===== config.mk =====
export PLATFORM = sky130hd
export DESIGN_NAME = booth_mul_seq
export DESIGN_NICKNAME = d
export VERILOG_FILES = /design/src/rtl/booth_mul_seq.sv
export SDC_FILE = /design/constraint.sdc
export NUM_CORES = 1
export LEC_CHECK = 0
export CORE_MARGIN = 4
export CORE_UTILIZATION = 55
export CTS_CLUSTER_DIAMETER = 30
export CTS_CLUSTER_SIZE = 8
export DETAILED_ROUTE_END_ITERATION = 10
export PLACE_DENSITY = 0.8
export SYNTH_ARGS = -nofsm -noshare
export SYNTH_HDL_FRONTEND = slang
export SYNTH_SLANG_ARGS = --single-unit
export TNS_END_PERCENT = 20

===== constraint.sdc =====
create_clock -name clock -period 4.8 [get_ports clock]
set_input_delay 0.96 -clock clock [delete_from_list [all_inputs] [get_ports clock]]
set_output_delay 0.96 -clock clock [all_outputs]
set_load 0.05 [all_outputs]

===== src/rtl/booth_mul_seq.sv =====
// Iterative radix-2 Booth multiplier: one add/subtract and one arithmetic shift per cycle.
// A pulse on start launches a WIDTH-step signed multiply; done pulses when {hi, lo} is valid.
// Optional feature macro: BOOTH_MUL_OVF_EN adds a registered signed-overflow flag (ovf).
module booth_mul_seq #(
  parameter int unsigned WIDTH = 32,
  parameter int unsigned CNT_W = 5
) (
  input  logic             clock,
  input  logic             reset_n,
  input  logic             start,
  input  logic             cancel,
  input  logic [WIDTH-1:0] a,
  input  logic [WIDTH-1:0] b,
  output logic             busy,
  output logic             done,
  output logic [WIDTH-1:0] hi,
  output logic [WIDTH-1:0] lo
`ifdef BOOTH_MUL_OVF_EN
  ,
  output logic             ovf
`endif
);

  typedef enum logic [1:0] {StIdle, StCalc, StDone} state_e;

  state_e           state_q, state_d;
  logic [WIDTH:0]   m_q, m_d;      // sign-extended multiplicand
  logic [WIDTH:0]   acc_q, acc_d;  // one extra bit so that -(-2^(W-1)) cannot overflow
  logic [WIDTH-1:0] q_q, q_d;
  logic             qm1_q, qm1_d;
  logic [CNT_W-1:0] cnt_q, cnt_d;
  logic [WIDTH-1:0] hi_q, hi_d;
  logic [WIDTH-1:0] lo_q, lo_d;
  logic             ovf_q, ovf_d;

  logic [WIDTH:0]   sum;
  logic [WIDTH:0]   acc_sh;
  logic [WIDTH-1:0] q_sh;
  logic             last;

  // One Booth step: conditional add/subtract of M, then arithmetic shift of {acc, Q, q_m1}.
  always_comb begin
    case ({q_q[0], qm1_q})
      2'b01:   sum = acc_q + m_q;
      2'b10:   sum = acc_q - m_q;
      default: sum = acc_q;
    endcase
    acc_sh = {sum[WIDTH], sum[WIDTH:1]};
    q_sh   = {sum[0], q_q[WIDTH-1:1]};
  end

  assign last = (cnt_q == CNT_W'(WIDTH - 1));

  // Next-state and datapath update; every register holds unless explicitly loaded.
  always_comb begin
    state_d = state_q;
    m_d     = m_q;
    acc_d   = acc_q;
    q_d     = q_q;
    qm1_d   = qm1_q;
    cnt_d   = cnt_q;
    hi_d    = hi_q;
    lo_d    = lo_q;
    ovf_d   = ovf_q;
    case (state_q)
      StIdle, StDone: begin
        state_d = StIdle;
        if (start && !cancel) begin
          state_d = StCalc;
          m_d     = {a[WIDTH-1], a};
          acc_d   = '0;
          q_d     = b;
          qm1_d   = 1'b0;
          cnt_d   = '0;
        end
      end
      StCalc: begin
        if (cancel) begin
          state_d = StIdle;
        end else begin
          acc_d = acc_sh;
          q_d   = q_sh;
          qm1_d = q_q[0];
          cnt_d = cnt_q + CNT_W'(1);
          if (last) begin
            state_d = StDone;
            hi_d    = acc_sh[WIDTH-1:0];
            lo_d    = q_sh;
            // Product fits in WIDTH signed bits only if hi is pure sign extension of lo.
            ovf_d   = (acc_sh[WIDTH-1:0] != {WIDTH{q_sh[WIDTH-1]}});
          end
        end
      end
      default: state_d = StIdle;
    endcase
  end

  // State and datapath registers with asynchronous active-low clear.
  always_ff @(posedge clock or negedge reset_n) begin
    if (!reset_n) begin
      state_q <= StIdle;
      m_q     <= '0;
      acc_q   <= '0;
      q_q     <= '0;
      qm1_q   <= 1'b0;
      cnt_q   <= '0;
      hi_q    <= '0;
      lo_q    <= '0;
      ovf_q   <= 1'b0;
    end else begin
      state_q <= state_d;
      m_q     <= m_d;
      acc_q   <= acc_d;
      q_q     <= q_d;
      qm1_q   <= qm1_d;
      cnt_q   <= cnt_d;
      hi_q    <= hi_d;
      lo_q    <= lo_d;
      ovf_q   <= ovf_d;
    end
  end

  assign busy = (state_q == StCalc);
  assign done = (state_q == StDone);
  assign hi   = hi_q;
  assign lo   = lo_q;

`ifdef BOOTH_MUL_OVF_EN
  assign ovf = ovf_q;
`else
  logic unused_ovf;
  assign unused_ovf = ovf_q;
`endif

endmodule


==> results of run 1 <==
[worst max-delay path: stages (launching register included)]
cell                       delay (ns)
sky130_fd_sc_hd__dfrtp_1         0.41
sky130_fd_sc_hd__inv_1           0.09
sky130_fd_sc_hd__ha_1            0.17
sky130_fd_sc_hd__or3b_2          0.51
sky130_fd_sc_hd__nor3b_1         0.46
sky130_fd_sc_hd__nor2_1          0.10
sky130_fd_sc_hd__xnor2_1         0.14
sky130_fd_sc_hd__ha_1            0.37
sky130_fd_sc_hd__nand4_1         0.14
sky130_fd_sc_hd__a211oi_1        0.18
sky130_fd_sc_hd__a21boi_1        0.35
sky130_fd_sc_hd__a21boi_2        0.16
sky130_fd_sc_hd__o31ai_1         0.52
sky130_fd_sc_hd__nand2_1         0.09
sky130_fd_sc_hd__a21oi_1         0.29
sky130_fd_sc_hd__mux2i_1         0.23
sky130_fd_sc_hd__nand2_1         0.06
[registers in the layout, summed over array words and instances (netlist names)]
name	flops
acc_q	32
cnt_q	5
hi	32
lo	32
m_q	32
q_q	32
qm1_q	1
state_q	2
[final timing paths]
kind | from | to | slack (ns) | depth (start not counted)
setup / recovery | m_q[0]$_DFFE_PN0P_ | hi[30]$_DFFE_PN0P_ | 0.42 | 16
hold / removal | lo[15]$_DFFE_PN0P_ | lo[15]$_DFFE_PN0P_ | 0.47 | 2
setup reg to reg | m_q[0]$_DFFE_PN0P_ | hi[30]$_DFFE_PN0P_ | 0.42 | 16
hold reg to reg | lo[15]$_DFFE_PN0P_ | lo[15]$_DFFE_PN0P_ | 0.47 | 2
max in group asynchronous | reset_n | q_q[12]$_DFFE_PN0P_ | 3.36 | 2
min in group asynchronous | reset_n | lo[26]$_DFFE_PN0P_ | 0.50 | 1
[cell families after synthesis]
| kind of cell | share of synthesized area |
|---|---|
| compound gates | 0.1630 |
| xor+xnor | 0.05368 |
| mux | 0.02657 |
| flops | 0.4601 |
| fa+ha+maj | 0.05149 |
| buf+inv | 0.03697 |
| simple gates | 0.2082 |
[layout make-up]
class / count / area (um^2) / area share
clock buffer: 19 / 432.9 / 0.03869
clock inverter: 13 / 121.4 / 0.01085
inverter: 20 / 75.07 / 0.006710
multi-input combinational: 810 / 4619 / 0.4129
sequential: 168 / 4204 / 0.3758
tap: 216 / 270.3 / 0.02416
timing repair buffer: 149 / 1465 / 0.1310
[cells in the mapped netlist (3+ instances only)]
| library cell | number | area (um^2) |
|---|---|---|
| sky130_fd_sc_hd__a31oi_1 | 12 | 75.07 |
| sky130_fd_sc_hd__mux2i_1 | 22 | 220.2 |
| sky130_fd_sc_hd__nor3b_1 | 3 | 22.52 |
| sky130_fd_sc_hd__o21ai_0 | 103 | 515.5 |
| sky130_fd_sc_hd__o21a_1 | 4 | 30.03 |
| sky130_fd_sc_hd__a22oi_1 | 16 | 120.1 |
| sky130_fd_sc_hd__nand3_1 | 10 | 50.05 |
| sky130_fd_sc_hd__and3_1 | 7 | 43.79 |
| sky130_fd_sc_hd__and2_1 | 3 | 18.77 |
| sky130_fd_sc_hd__o21bai_1 | 3 | 22.52 |
| sky130_fd_sc_hd__nor2_1 | 42 | 157.7 |
| sky130_fd_sc_hd__nand2b_1 | 4 | 25.02 |
| sky130_fd_sc_hd__xor2_1 | 14 | 122.6 |
| sky130_fd_sc_hd__inv_1 | 20 | 75.07 |
| sky130_fd_sc_hd__a21oi_1 | 57 | 285.3 |
| sky130_fd_sc_hd__buf_1 | 4 | 15.01 |
| sky130_fd_sc_hd__nor4_1 | 3 | 18.77 |
| sky130_fd_sc_hd__nor2b_1 | 7 | 43.79 |
| sky130_fd_sc_hd__o31a_1 | 3 | 26.28 |
| sky130_fd_sc_hd__or3_1 | 9 | 56.30 |
| sky130_fd_sc_hd__nand2_1 | 321 | 1205 |
| sky130_fd_sc_hd__nor3_1 | 16 | 80.08 |
| sky130_fd_sc_hd__dfrtp_1 | 168 | 4204 |
| sky130_fd_sc_hd__nand4_1 | 6 | 37.54 |
| sky130_fd_sc_hd__ha_1 | 36 | 450.4 |
| sky130_fd_sc_hd__clkbuf_8 | 3 | 41.29 |
| sky130_fd_sc_hd__xnor2_1 | 42 | 367.9 |
| sky130_fd_sc_hd__a21o_1 | 16 | 120.1 |
| sky130_fd_sc_hd__clkbuf_1 | 41 | 153.9 |
| sky130_fd_sc_hd__o31ai_1 | 5 | 37.54 |
[per-layer routing]
metal | share of wire | wire (um) | vias up | global-route usage
li1 | - | - | 3812 | -
met1 | 0.46 | 10230 | 3699 | 0.3455
met2 | 0.47 | 10620 | 221 | 0.4074
met3 | 0.050 | 1119 | 41 | 0.05000
met4 | 0.020 | 439 | 0 | 0.06430
met5 | 0 | 0 | - | 0
[through the flow]
| step | util | instance area, um^2 | total power, W |
|---|---|---|---|
| after floorplan | - | 9136 | 0.003971 |
| after global placement | 0.6622 | 10630 | 0.004524 |
| after detailed placement | 0.6622 | 10630 | 0.004578 |
| after CTS | 0.6967 | 11190 | 0.005910 |
| after global routing | 0.6967 | 11190 | 0.006346 |
| final | 0.6967 | 11190 | 0.005925 |
[report_power, final]
group | internal, W | switching [W] | total [W]
clock | 0.000719 | 0.000593 | 0.00131
sequential | 0.00167 | 0.000253 | 0.00193
combinational | 0.00111 | 0.00157 | 0.00268
total | 0.00351 | 0.00242 | 0.00593
==> impl_metrics.xml, run 1 <==
<?xml version="1.0" encoding="UTF-8"?>
<metrics>
  <group name="clocking">
    <metric name="post_cts_resized" unit="">0</metric>
    <metric name="clock_tree.root_cell" unit="">sky130_fd_sc_hd__clkbuf_16</metric>
    <metric name="postCtsHoldBufs" unit="">0</metric>
    <metric name="clk-insertion-delay-late" unit="ns">0.43</metric>
    <metric name="sinks_on_clock_net" unit="">168</metric>
    <metric name="buffers_inserted_during_post_cts_setup_optimization" unit="">0</metric>
    <metric name="cts_buffers" unit="">17</metric>
    <metric name="clock_tree_from_tritoncts" unit="">done</metric>
    <metric name="clkSlewWorstSetupHoldPaths" unit="ns">0.07</metric>
    <metric name="max_buffers_root_to_sink" unit="">2</metric>
    <metric name="clock_tree.htree_level_count" unit="">4</metric>
  </group>
  <group name="timing">
    <metric name="fin_setup_tns" unit="ns">0</metric>
    <metric name="rsz0062_at_grt" unit="">false</metric>
    <metric name="fin_worst_skew" unit="ns">0.008673</metric>
    <metric name="timing.final.setup_violations" unit="">0</metric>
    <metric name="hold_violations" unit="">0</metric>
    <metric name="final_min_period_over_clock_period" unit="">0.9133</metric>
    <metric name="fin_ws" unit="ns">0.4160</metric>
    <metric name="timing_max_transition_violations_final" unit="">0</metric>
    <metric name="period_needed" unit="ns">4.384</metric>
    <metric name="worst_hold_slack" unit="ns">0.4718</metric>
    <metric name="slew-limit-headroom" unit="">0.4909</metric>
    <metric name="slew_at_the_pin_closest_to_its_max_slew_limit" unit="ns">0.7618</metric>
    <metric name="clock.fmax" unit="MHz">228.1</metric>
  </group>
  <group name="logic_synthesis">
    <metric name="number_of_distinct_standard_cells_referenced_by_the_synthesized_netlist" unit="">69</metric>
    <metric name="ys.warnings.count" unit="">0</metric>
    <metric name="yosys_register_bits" unit="">168</metric>
    <metric name="synthCells" unit="">1052</metric>
    <metric name="postSynthAreaPerCell" unit="um^2">8.685</metric>
    <metric name="proportion_of_synthesized_flip_flops_having_asynchronous_set_or_reset" unit="">1.000</metric>
    <metric name="number_of_enable_flip_flop_cells_after_synthesis" unit="">0</metric>
    <metric name="synthesis.nets" unit="">1157</metric>
    <metric name="synth.yosys.seq_area_share" unit="">0.4601</metric>
    <metric name="synth.cell_area" unit="um^2">9136</metric>
    <metric name="postSynth.topFlopCell" unit="">sky130_fd_sc_hd__dfrtp_1</metric>
  </group>
  <group name="power_and_ir_drop">
    <metric name="cellLeakagePower" unit="nW">5.264</metric>
    <metric name="pwr_density_cell" unit="nW/um^2">529.6</metric>
    <metric name="max-vdd-ir-drop" unit="mV">0.3459</metric>
  </group>
  <group name="floorplan">
    <metric name="chipHeight" unit="um">136.9</metric>
    <metric name="core" unit="um^2">16060</metric>
    <metric name="floorplan.io_pins" unit="">134</metric>
    <metric name="floorplan.initialDensity" unit="">0.5690</metric>
    <metric name="dieWidth" unit="um">136.9</metric>
    <metric name="num_rows" unit="">46</metric>
    <metric name="die-area" unit="um^2">18740</metric>
  </group>
  <group name="cells_and_area">
    <metric name="num-nets-final" unit="">1271</metric>
    <metric name="count_of_inserted_antenna_diode_cells" unit="">0</metric>
    <metric name="final_common_cell" unit="">sky130_fd_sc_hd__nand2_1</metric>
    <metric name="drive_above_1_share" unit="">0.06022</metric>
    <metric name="syn_to_final_growth" unit="%">22.46</metric>
    <metric name="layout_common_cells" unit="">sky130_fd_sc_hd__nand2_1 (320), sky130_fd_sc_hd__dfrtp_1 (168), sky130_fd_sc_hd__clkdlybuf4s50_1 (132), sky130_fd_sc_hd__o21ai_0 (103), sky130_fd_sc_hd__a21oi_1 (57)</metric>
    <metric name="nFillCells" unit="">1271</metric>
    <metric name="non_filler_instances" unit="">1395</metric>
  </group>
  <group name="placed_design">
    <metric name="post-place-cells" unit="">1363</metric>
    <metric name="io_buffers" unit="">133</metric>
    <metric name="worst_setup_slack_post_dpl" unit="ns">0.4934</metric>
    <metric name="routabilityCongestion" unit="">0.9560</metric>
    <metric name="post-dp-hpwl" unit="um">15650</metric>
  </group>
  <group name="detailed_routing">
    <metric name="detail_route.first_pass.iterations" unit="">5</metric>
    <metric name="routed-via-count" unit="">7773</metric>
    <metric name="drt-initial-drc-count" unit="">729</metric>
    <metric name="wl" unit="um">22410</metric>
    <metric name="route.detailed.drc" unit="">0</metric>
    <metric name="routed_via_density" unit="">5.572</metric>
    <metric name="postRouteAntennaNets" unit="">0</metric>
    <metric name="wire_per_inst" unit="um">16.06</metric>
  </group>
  <group name="global_routing">
    <metric name="first_global_vias" unit="">7588</metric>
    <metric name="grt_usage" unit="">0.2500</metric>
    <metric name="grt_first_pass_wirelength" unit="um">37180</metric>
    <metric name="antenna_found_initial" unit="">0</metric>
    <metric name="globalRouteOverflowTotal" unit="">0</metric>
    <metric name="pin_count_of_the_biggest_net_entering_global_routing" unit="">105</metric>
  </group>
  <group name="setup_path">
    <metric name="cp.arrival" unit="ns">4.71</metric>
    <metric name="critical_path.endpoint_type" unit="">flip-flop</metric>
    <metric name="critPathRequiredTime" unit="ns">5.12</metric>
    <metric name="worst-setup-path-type" unit="">reg2reg</metric>
    <metric name="crit_fanout" unit="">5</metric>
    <metric name="critPathLaunchType" unit="">flip-flop</metric>
  </group>
  <group name="flow_run">
    <metric name="cap_violations" unit="">0</metric>
  </group>
  <group name="status">
    <metric name="result_of_the_run" unit="">complete, no violations</metric>
  </group>
  <group name="min_path">
    <metric name="hp-class" unit="">reg2reg</metric>
  </group>
</metrics>
Note: power is estimated with default switching activity, not from simulation.
==> run 2, diff against run 1 <==
--- a/config.mk
+++ b/config.mk
@@ -6,11 +6,12 @@
 export NUM_CORES = 1
 export LEC_CHECK = 0
 export CORE_MARGIN = 4
-export CORE_UTILIZATION = 55
+export CORE_UTILIZATION = 46
 export CTS_CLUSTER_DIAMETER = 30
 export CTS_CLUSTER_SIZE = 8
 export DETAILED_ROUTE_END_ITERATION = 10
-export PLACE_DENSITY = 0.8
+export PLACE_DENSITY = 0.68
+export SLEW_MARGIN = 5
 export SYNTH_ARGS = -nofsm -noshare
 export SYNTH_HDL_FRONTEND = slang
 export SYNTH_SLANG_ARGS = --single-unit
==> run 2 against run 1 <==
  * Die area increased by 18%
  * Sequential share of layout area decreased by 0.51 points
  * Largest power group unchanged
  * Highest routed layer unchanged
  * Register-to-register slack improved by 0.02 ns
  * Worst setup slack improved by 0.021 ns
  * Via count decreased by 1.3%
  * Critical endpoint unchanged
==> impl_metrics.xml, run 2 (same netlist as run 1, synthesis figures left out) <==
<?xml version="1.0" encoding="UTF-8"?>
<metrics>
  <group name="timing">
    <metric name="clock.fmax" unit="MHz">229.2</metric>
    <metric name="slew_at_the_pin_closest_to_its_max_slew_limit" unit="ns">0.7937</metric>
    <metric name="slew-limit-headroom" unit="">0.4696</metric>
    <metric name="rsz0062_at_grt" unit="">false</metric>
    <metric name="hold_violations" unit="">0</metric>
    <metric name="fin_worst_skew" unit="ns">0.01389</metric>
    <metric name="timing.final.setup_violations" unit="">0</metric>
    <metric name="final_min_period_over_clock_period" unit="">0.9090</metric>
    <metric name="period_needed" unit="ns">4.363</metric>
    <metric name="worst_hold_slack" unit="ns">0.4740</metric>
    <metric name="fin_setup_tns" unit="ns">0</metric>
    <metric name="timing_max_transition_violations_final" unit="">0</metric>
  </group>
  <group name="detailed_routing">
    <metric name="postRouteAntennaNets" unit="">0</metric>
    <metric name="wl" unit="um">22930</metric>
    <metric name="detail_route.first_pass.iterations" unit="">6</metric>
    <metric name="routed-via-count" unit="">7674</metric>
    <metric name="routed_via_density" unit="">5.322</metric>
    <metric name="wire_per_inst" unit="um">15.90</metric>
    <metric name="drt-initial-drc-count" unit="">463</metric>
    <metric name="route.detailed.drc" unit="">0</metric>
  </group>
  <group name="cells_and_area">
    <metric name="num-nets-final" unit="">1269</metric>
    <metric name="nFillCells" unit="">1796</metric>
    <metric name="count_of_inserted_antenna_diode_cells" unit="">0</metric>
    <metric name="non_filler_instances" unit="">1442</metric>
    <metric name="syn_to_final_growth" unit="%">24.13</metric>
    <metric name="final_common_cell" unit="">sky130_fd_sc_hd__nand2_1</metric>
    <metric name="drive_above_1_share" unit="">0.06032</metric>
    <metric name="layout_common_cells" unit="">sky130_fd_sc_hd__nand2_1 (320), sky130_fd_sc_hd__dfrtp_1 (168), sky130_fd_sc_hd__clkdlybuf4s50_1 (132), sky130_fd_sc_hd__o21ai_0 (103), sky130_fd_sc_hd__a21oi_1 (57)</metric>
  </group>
  <group name="clocking">
    <metric name="cts_buffers" unit="">17</metric>
    <metric name="clock_tree.root_cell" unit="">sky130_fd_sc_hd__clkbuf_16</metric>
    <metric name="clock_tree.htree_level_count" unit="">4</metric>
    <metric name="postCtsHoldBufs" unit="">0</metric>
    <metric name="clkSlewWorstSetupHoldPaths" unit="ns">0.08</metric>
    <metric name="buffers_inserted_during_post_cts_setup_optimization" unit="">0</metric>
    <metric name="sinks_on_clock_net" unit="">168</metric>
    <metric name="max_buffers_root_to_sink" unit="">2</metric>
    <metric name="clock_tree_from_tritoncts" unit="">done</metric>
    <metric name="post_cts_resized" unit="">0</metric>
    <metric name="clk-insertion-delay-late" unit="ns">0.44</metric>
  </group>
  <group name="power_and_ir_drop">
    <metric name="pwr-share-clk" unit="">0.243</metric>
    <metric name="p_int" unit="W">0.003555</metric>
    <metric name="comb_power_share" unit="">0.439</metric>
    <metric name="cellLeakagePower" unit="nW">5.310</metric>
    <metric name="power.switching" unit="W">0.002531</metric>
    <metric name="switching_share" unit="">0.4158</metric>
    <metric name="seqPwrFrac" unit="">0.318</metric>
    <metric name="max-vdd-ir-drop" unit="mV">0.2925</metric>
    <metric name="pwr_density_cell" unit="nW/um^2">536.6</metric>
  </group>
  <group name="global_routing">
    <metric name="grt_most_used_layer" unit="">met2</metric>
    <metric name="globalRouteOverflowTotal" unit="">0</metric>
    <metric name="globalRouteMet2Util" unit="">0.3435</metric>
    <metric name="pin_count_of_the_biggest_net_entering_global_routing" unit="">95</metric>
    <metric name="grt_usage" unit="">0.2116</metric>
    <metric name="use_met3" unit="">0.04102</metric>
    <metric name="antenna_found_initial" unit="">0</metric>
    <metric name="grt_util_met1" unit="">0.2890</metric>
    <metric name="grt_first_pass_wirelength" unit="um">38040</metric>
    <metric name="first_global_vias" unit="">7599</metric>
  </group>
  <group name="floorplan">
    <metric name="dieWidth" unit="um">148.9</metric>
    <metric name="num_rows" unit="">51</metric>
    <metric name="die-area" unit="um^2">22180</metric>
    <metric name="floorplan.initialDensity" unit="">0.4679</metric>
    <metric name="floorplan.io_pins" unit="">134</metric>
    <metric name="core" unit="um^2">19530</metric>
    <metric name="chipHeight" unit="um">148.9</metric>
  </group>
  <group name="min_path">
    <metric name="timing.hold.worst_path_depth" unit="">2</metric>
    <metric name="min_delay_worst_endpoint" unit="">lo[28]$_DFFE_PN0P_</metric>
    <metric name="hp-class" unit="">reg2reg</metric>
    <metric name="timing.hold.worst.start" unit="">lo[28]$_DFFE_PN0P_</metric>
  </group>
  <group name="setup_path">
    <metric name="critical_path.endpoint_type" unit="">flip-flop</metric>
    <metric name="crit_fanout" unit="">5</metric>
    <metric name="critPathLaunchType" unit="">flip-flop</metric>
    <metric name="setup.reg_to_reg.worst_slack" unit="ns">0.44</metric>
    <metric name="worstRegToRegCells" unit="">16</metric>
    <metric name="crit-reg2reg-launch" unit="">m_q[0]$_DFFE_PN0P_</metric>
    <metric name="cp.arrival" unit="ns">4.69</metric>
    <metric name="critPathRequiredTime" unit="ns">5.13</metric>
    <metric name="crit-reg2reg-capture" unit="">hi[30]$_DFFE_PN0P_</metric>
    <metric name="worst-setup-path-type" unit="">reg2reg</metric>
  </group>
  <group name="placed_design">
    <metric name="routabilityCongestion" unit="">0.9034</metric>
    <metric name="post-dp-hpwl" unit="um">16010</metric>
    <metric name="post-place-cells" unit="">1410</metric>
    <metric name="io_buffers" unit="">133</metric>
  </group>
  <group name="status">
    <metric name="result_of_the_run" unit="">complete, no violations</metric>
  </group>
  <group name="flow_run">
    <metric name="cap_violations" unit="">0</metric>
  </group>
</metrics>
==> run 2: changes by cell type in the layout (fill, tap and decap cells not counted), sizes merged <==
| cell | change |
|---|---|
| clkbuf | -2 |
| inv | +3 |
| clkinv | +3 |
| buf | -2 |
| clkinvlp | -4 |
==> run 2: critical path: stages (launching register included) <==
cell	delay, ns
sky130_fd_sc_hd__dfrtp_1	0.41
sky130_fd_sc_hd__inv_1	0.08
sky130_fd_sc_hd__ha_1	0.16
sky130_fd_sc_hd__or3b_2	0.51
sky130_fd_sc_hd__nor3b_1	0.49
sky130_fd_sc_hd__nor2_1	0.12
sky130_fd_sc_hd__xnor2_1	0.15
sky130_fd_sc_hd__ha_1	0.37
sky130_fd_sc_hd__nand4_1	0.14
sky130_fd_sc_hd__a211oi_1	0.18
sky130_fd_sc_hd__a21boi_1	0.32
sky130_fd_sc_hd__a21boi_2	0.17
sky130_fd_sc_hd__o31ai_1	0.51
sky130_fd_sc_hd__nand2_1	0.09
sky130_fd_sc_hd__a21oi_1	0.26
sky130_fd_sc_hd__mux2i_1	0.23
sky130_fd_sc_hd__nand2_1	0.06
==> run 2: worst max path at each step <==
stage                              startpoint                     to  slack (ns)  cells past startpoint
after detailed placement   m_q[0]$_DFFE_PN0P_     hi[24]$_DFFE_PN0P_        0.51                     16
after global routing       m_q[6]$_DFFE_PN0P_     hi[30]$_DFFE_PN0P_        0.09                     15
after floorplan           m_q[11]$_DFFE_PN0P_  acc_q[29]$_DFFE_PN0P_        0.90                     14
final                      m_q[0]$_DFFE_PN0P_     hi[30]$_DFFE_PN0P_        0.44                     16
after CTS                  m_q[0]$_DFFE_PN0P_  acc_q[24]$_DFFE_PN0P_        0.47                     16
after global placement     m_q[0]$_DFFE_PN0P_     hi[30]$_DFFE_PN0P_        0.66                     16
==> run 2: cell type report <==
cell class | instances | area, um^2 | share of cell area
tap | 265 | 331.6 | 0.02924
sequential | 168 | 4204 | 0.3707
multi-input combinational | 810 | 4619 | 0.4073
clock buffer | 17 | 425.4 | 0.03751
clock inverter | 15 | 222.7 | 0.01964
timing repair buffer | 147 | 1463 | 0.1290
inverter | 20 | 75.07 | 0.006620
==> run 2: routing by layer <==
metal | routed length, um | vias to the layer above
met1 | 10640 | 3652
li1 | - | 3825
met2 | 10840 | 168
met5 | 0 | -
met3 | 1048 | 29
met4 | 401 | 0
==> run 2: metrics by stage <==
| step | total power [W] | utilization | instance area, um^2 | worst slack, ns |
|---|---|---|---|---|
| floorplan | 0.003971 | - | 9136 | 0.9026 |
| finish | 0.006086 | 0.5808 | 11340 | 0.4367 |
| CTS | 0.006093 | 0.5808 | 11340 | 0.4651 |
| detailed placement | 0.004596 | 0.5476 | 10690 | 0.5054 |
| global route | 0.006542 | 0.5808 | 11340 | 0.09204 |
| global placement | 0.004565 | 0.5476 | 10690 | 0.6585 |
==> run 2: power groups by stage <==
stage | logic, W | registers [W] | clock network (W)
floorplan | 0.00210 | 0.00187 | 0
global placement | 0.00262 | 0.00195 | 0
detailed placement | 0.00264 | 0.00195 | 0
CTS | 0.00266 | 0.00193 | 0.00150
global route | 0.00301 | 0.00197 | 0.00156
finish | 0.00267 | 0.00194 | 0.00148
==> variant, RTL diff (config.mk and constraints of run 2) <==
`WIDTH`: 32 -> 28.
--- a/src/rtl/booth_mul_seq.sv
+++ b/src/rtl/booth_mul_seq.sv
@@ -3,5 +3,5 @@
 // Optional feature macro: BOOTH_MUL_OVF_EN adds a registered signed-overflow flag (ovf).
 module booth_mul_seq #(
-  parameter int unsigned WIDTH = 32,
+  parameter int unsigned WIDTH = 28,
   parameter int unsigned CNT_W = 5
 ) (
Ports: changed (resized a, b, hi and lo); port bits go from 134 to 118. No check against the original RTL was run, so the function may have changed too.
==> variant against run 2 <==
- sequential cell count is 20 lower
- worst setup slack better by 0.25 ns
- largest cell class unchanged
- sequential share of layout area is 0.31 points lower
- routed wire length is 14% lower
- final cell count is 13% lower
- hold slack better by 0.0012 ns
- synthesized area is 11% lower
- first-iteration DRC count is 20% lower
- design area is 11% lower
- sequential power is 12% lower
- synthesized cell count is 13% lower
- total power is 14% lower
==> variant: results (changes against run 2) <==
{| class="wikitable"
! Metric !! Value
|-
| Outcome || completed
|-
| Sequential Area || 3700 um^2 (-12%)
|-
| Static Leakage || 0.00473 uW (-11%)
|-
| Number of different library cells in the post-synthesis netlist || 59 (-14%)
|-
| Synth area leaders || sky130_fd_sc_hd__dfrtp_1 (46%), sky130_fd_sc_hd__nand2_1 (12%), sky130_fd_sc_hd__ha_1 (4.8%)
|-
| Measured slew at the worst slew-check pin || 0.984 ns (+0.190 ns)
|-
| TritonCTS Buffers || 17 (unchanged)
|-
| Setup Slack @ Placement || 0.824 ns (+0.318 ns)
|-
| Vias per inst || 5.32 (about the same)
|-
| Post-synthesis cell count || 913 (-13%)
|-
| Critical Path Fanout Max || 7 (+2)
|-
| Total placed cells including tap cells || 1,218 (-14%)
|-
| Switch share || 39.3% (-2.3 points)
|-
| Net count of the finished layout || 1,104 (-13%)
|-
| Share of synthesized area occupied by flip-flops and latches || 45.8% (-0.26 points)
|-
| Maximum cell stage delay along the critical path || 0.46 ns (-0.05 ns)
|-
| Detailed-route DRC error count || 0 (unchanged)
|-
| CTS Root Cell || sky130_fd_sc_hd__clkbuf_16
|-
| HPWL after DPL || 13.6 mm (-15%)
|-
| Ys Warns || 0 (unchanged)
|-
| Aggregate global-route resource usage || 20.6% (-0.60 points)
|-
| Number of global-route vias before repair || 6,667 (-12%)
|-
| Data arrival, critical path || 4.37 ns (-0.32 ns)
|-
| Worst-Skew Late Latency || about 0.43 ns
|-
| Non-filler instance count after layout || 1,250 (-13%)
|-
| Number of antenna violations at the first check in global routing || 0 (unchanged)
|-
| Cell with the largest stage delay on the worst path || sky130_fd_sc_hd__nor3_1
|-
| Post-CTS resize count || 0 (unchanged)
|-
| Routability cong. || 0.883 (-2.2%)
|-
| Most common flop cell mapped by yosys || sky130_fd_sc_hd__dfrtp_1
|-
| Most frequent cells after synthesis || sky130_fd_sc_hd__nand2_1 (258), sky130_fd_sc_hd__dfrtp_1 (148), sky130_fd_sc_hd__o21ai_0 (48), sky130_fd_sc_hd__a21oi_1 (42), sky130_fd_sc_hd__clkbuf_1 (42)
|-
| Maximum number of pins on one net before global-route repair || 92 (-3.2%)
|-
| Maximum clock skew at final layout || 0.0116 ns (-0.00230 ns)
|-
| Total iterations of the first detailed-routing run || 4 (-2)
|-
| Clock input transition at the sequential cells of the worst setup and hold paths || 0.06 ns (-0.02 ns)
|-
| Mapped Nets || 1,005 (-13%)
|-
| Number of inserted filler cells in the final layout || 1,597 (-11%)
|-
| Total Routed Length || 19.7 mm (-14%)
|-
| Worst-case vdd ir drop || 0.000469 V (+60%)
|-
| # port buffers || 117 (-12%)
|-
| Buffer levels on the longest clock path || 2 (unchanged)
|-
| Layout cell share with drive strength beyond 1 || 7.22% (+1.2 points)
|-
| Post-DP Area || 9480 um^2 (-11%)
|-
| Violation count after the first detailed-routing iteration || 372 (-20%)
|-
| Global-route wire length before repair || 33.2 mm (-13%)
|}
==> variant: cell families (layout without fill, tap and decap cells) <==
group / count (synthesis) / in the layout / synth area share [%]
xor+xnor: 49 / 49 / 5.30
buf+inv: 62 / 174 / 2.88
simple gates: 382 / 382 / 20.5
mux: 39 / 39 / 4.96
compound gates: 201 / 201 / 15.6
flops: 148 / 148 / 45.8
fa+ha+maj: 32 / 32 / 5.04
==> variant: cell type report <==
type,count,area share (%)
tap,225,2.79
inverter,15,0.559
sequential,148,36.8
timing repair buffer,127,12.5
clock inverter,15,1.68
clock buffer,17,4.22
multi-input combinational,703,41.5
==> variant: final timing paths <==
path | from | to | slack, ns | cells past startpoint
max | m_q[3] | hi[24] | 0.69 | 14
min | lo[26] | lo[26] | 0.48 | 2
max reg2reg | m_q[3] | hi[24] | 0.69 | 14
min reg2reg | lo[26] | lo[26] | 0.48 | 2
max in group asynchronous | reset_n | m_q[11] | 3.23 | 2
min in group asynchronous | reset_n | m_q[3] | 0.60 | 1
==> variant: power by group through the flow <==
stage	registers [uW]	logic, uW	clock network (uW)
final	1710	2170	1350
after detailed placement	1730	2160	0
after floorplan	1650	1690	0
after global routing	1740	2440	1430
after CTS	1710	2180	1380
after global placement	1730	2140	0
==> variant: routing by layer <==
metal  global-route usage, %  part of all wire (%)  vias up
li1                        -                     -     3341
met1                    27.0                    46     3192
met2                    35.3                    50      100
met3                    4.21                   3.4       13
met4                    4.49                  0.99        0
met5                       0                     0        -
==> variant: worst register-to-register path: cells and delay by family (launching register included) <==
family / cells / cell delay (ns)
AOI/OAI and AO/OA: 7 / 1.53
and+or+nand+nor: 5 / 1.41
DFF: 1 / 0.41
adders and majority gates: 1 / 0.41
xor gates and xnor gates: 1 / 0.18
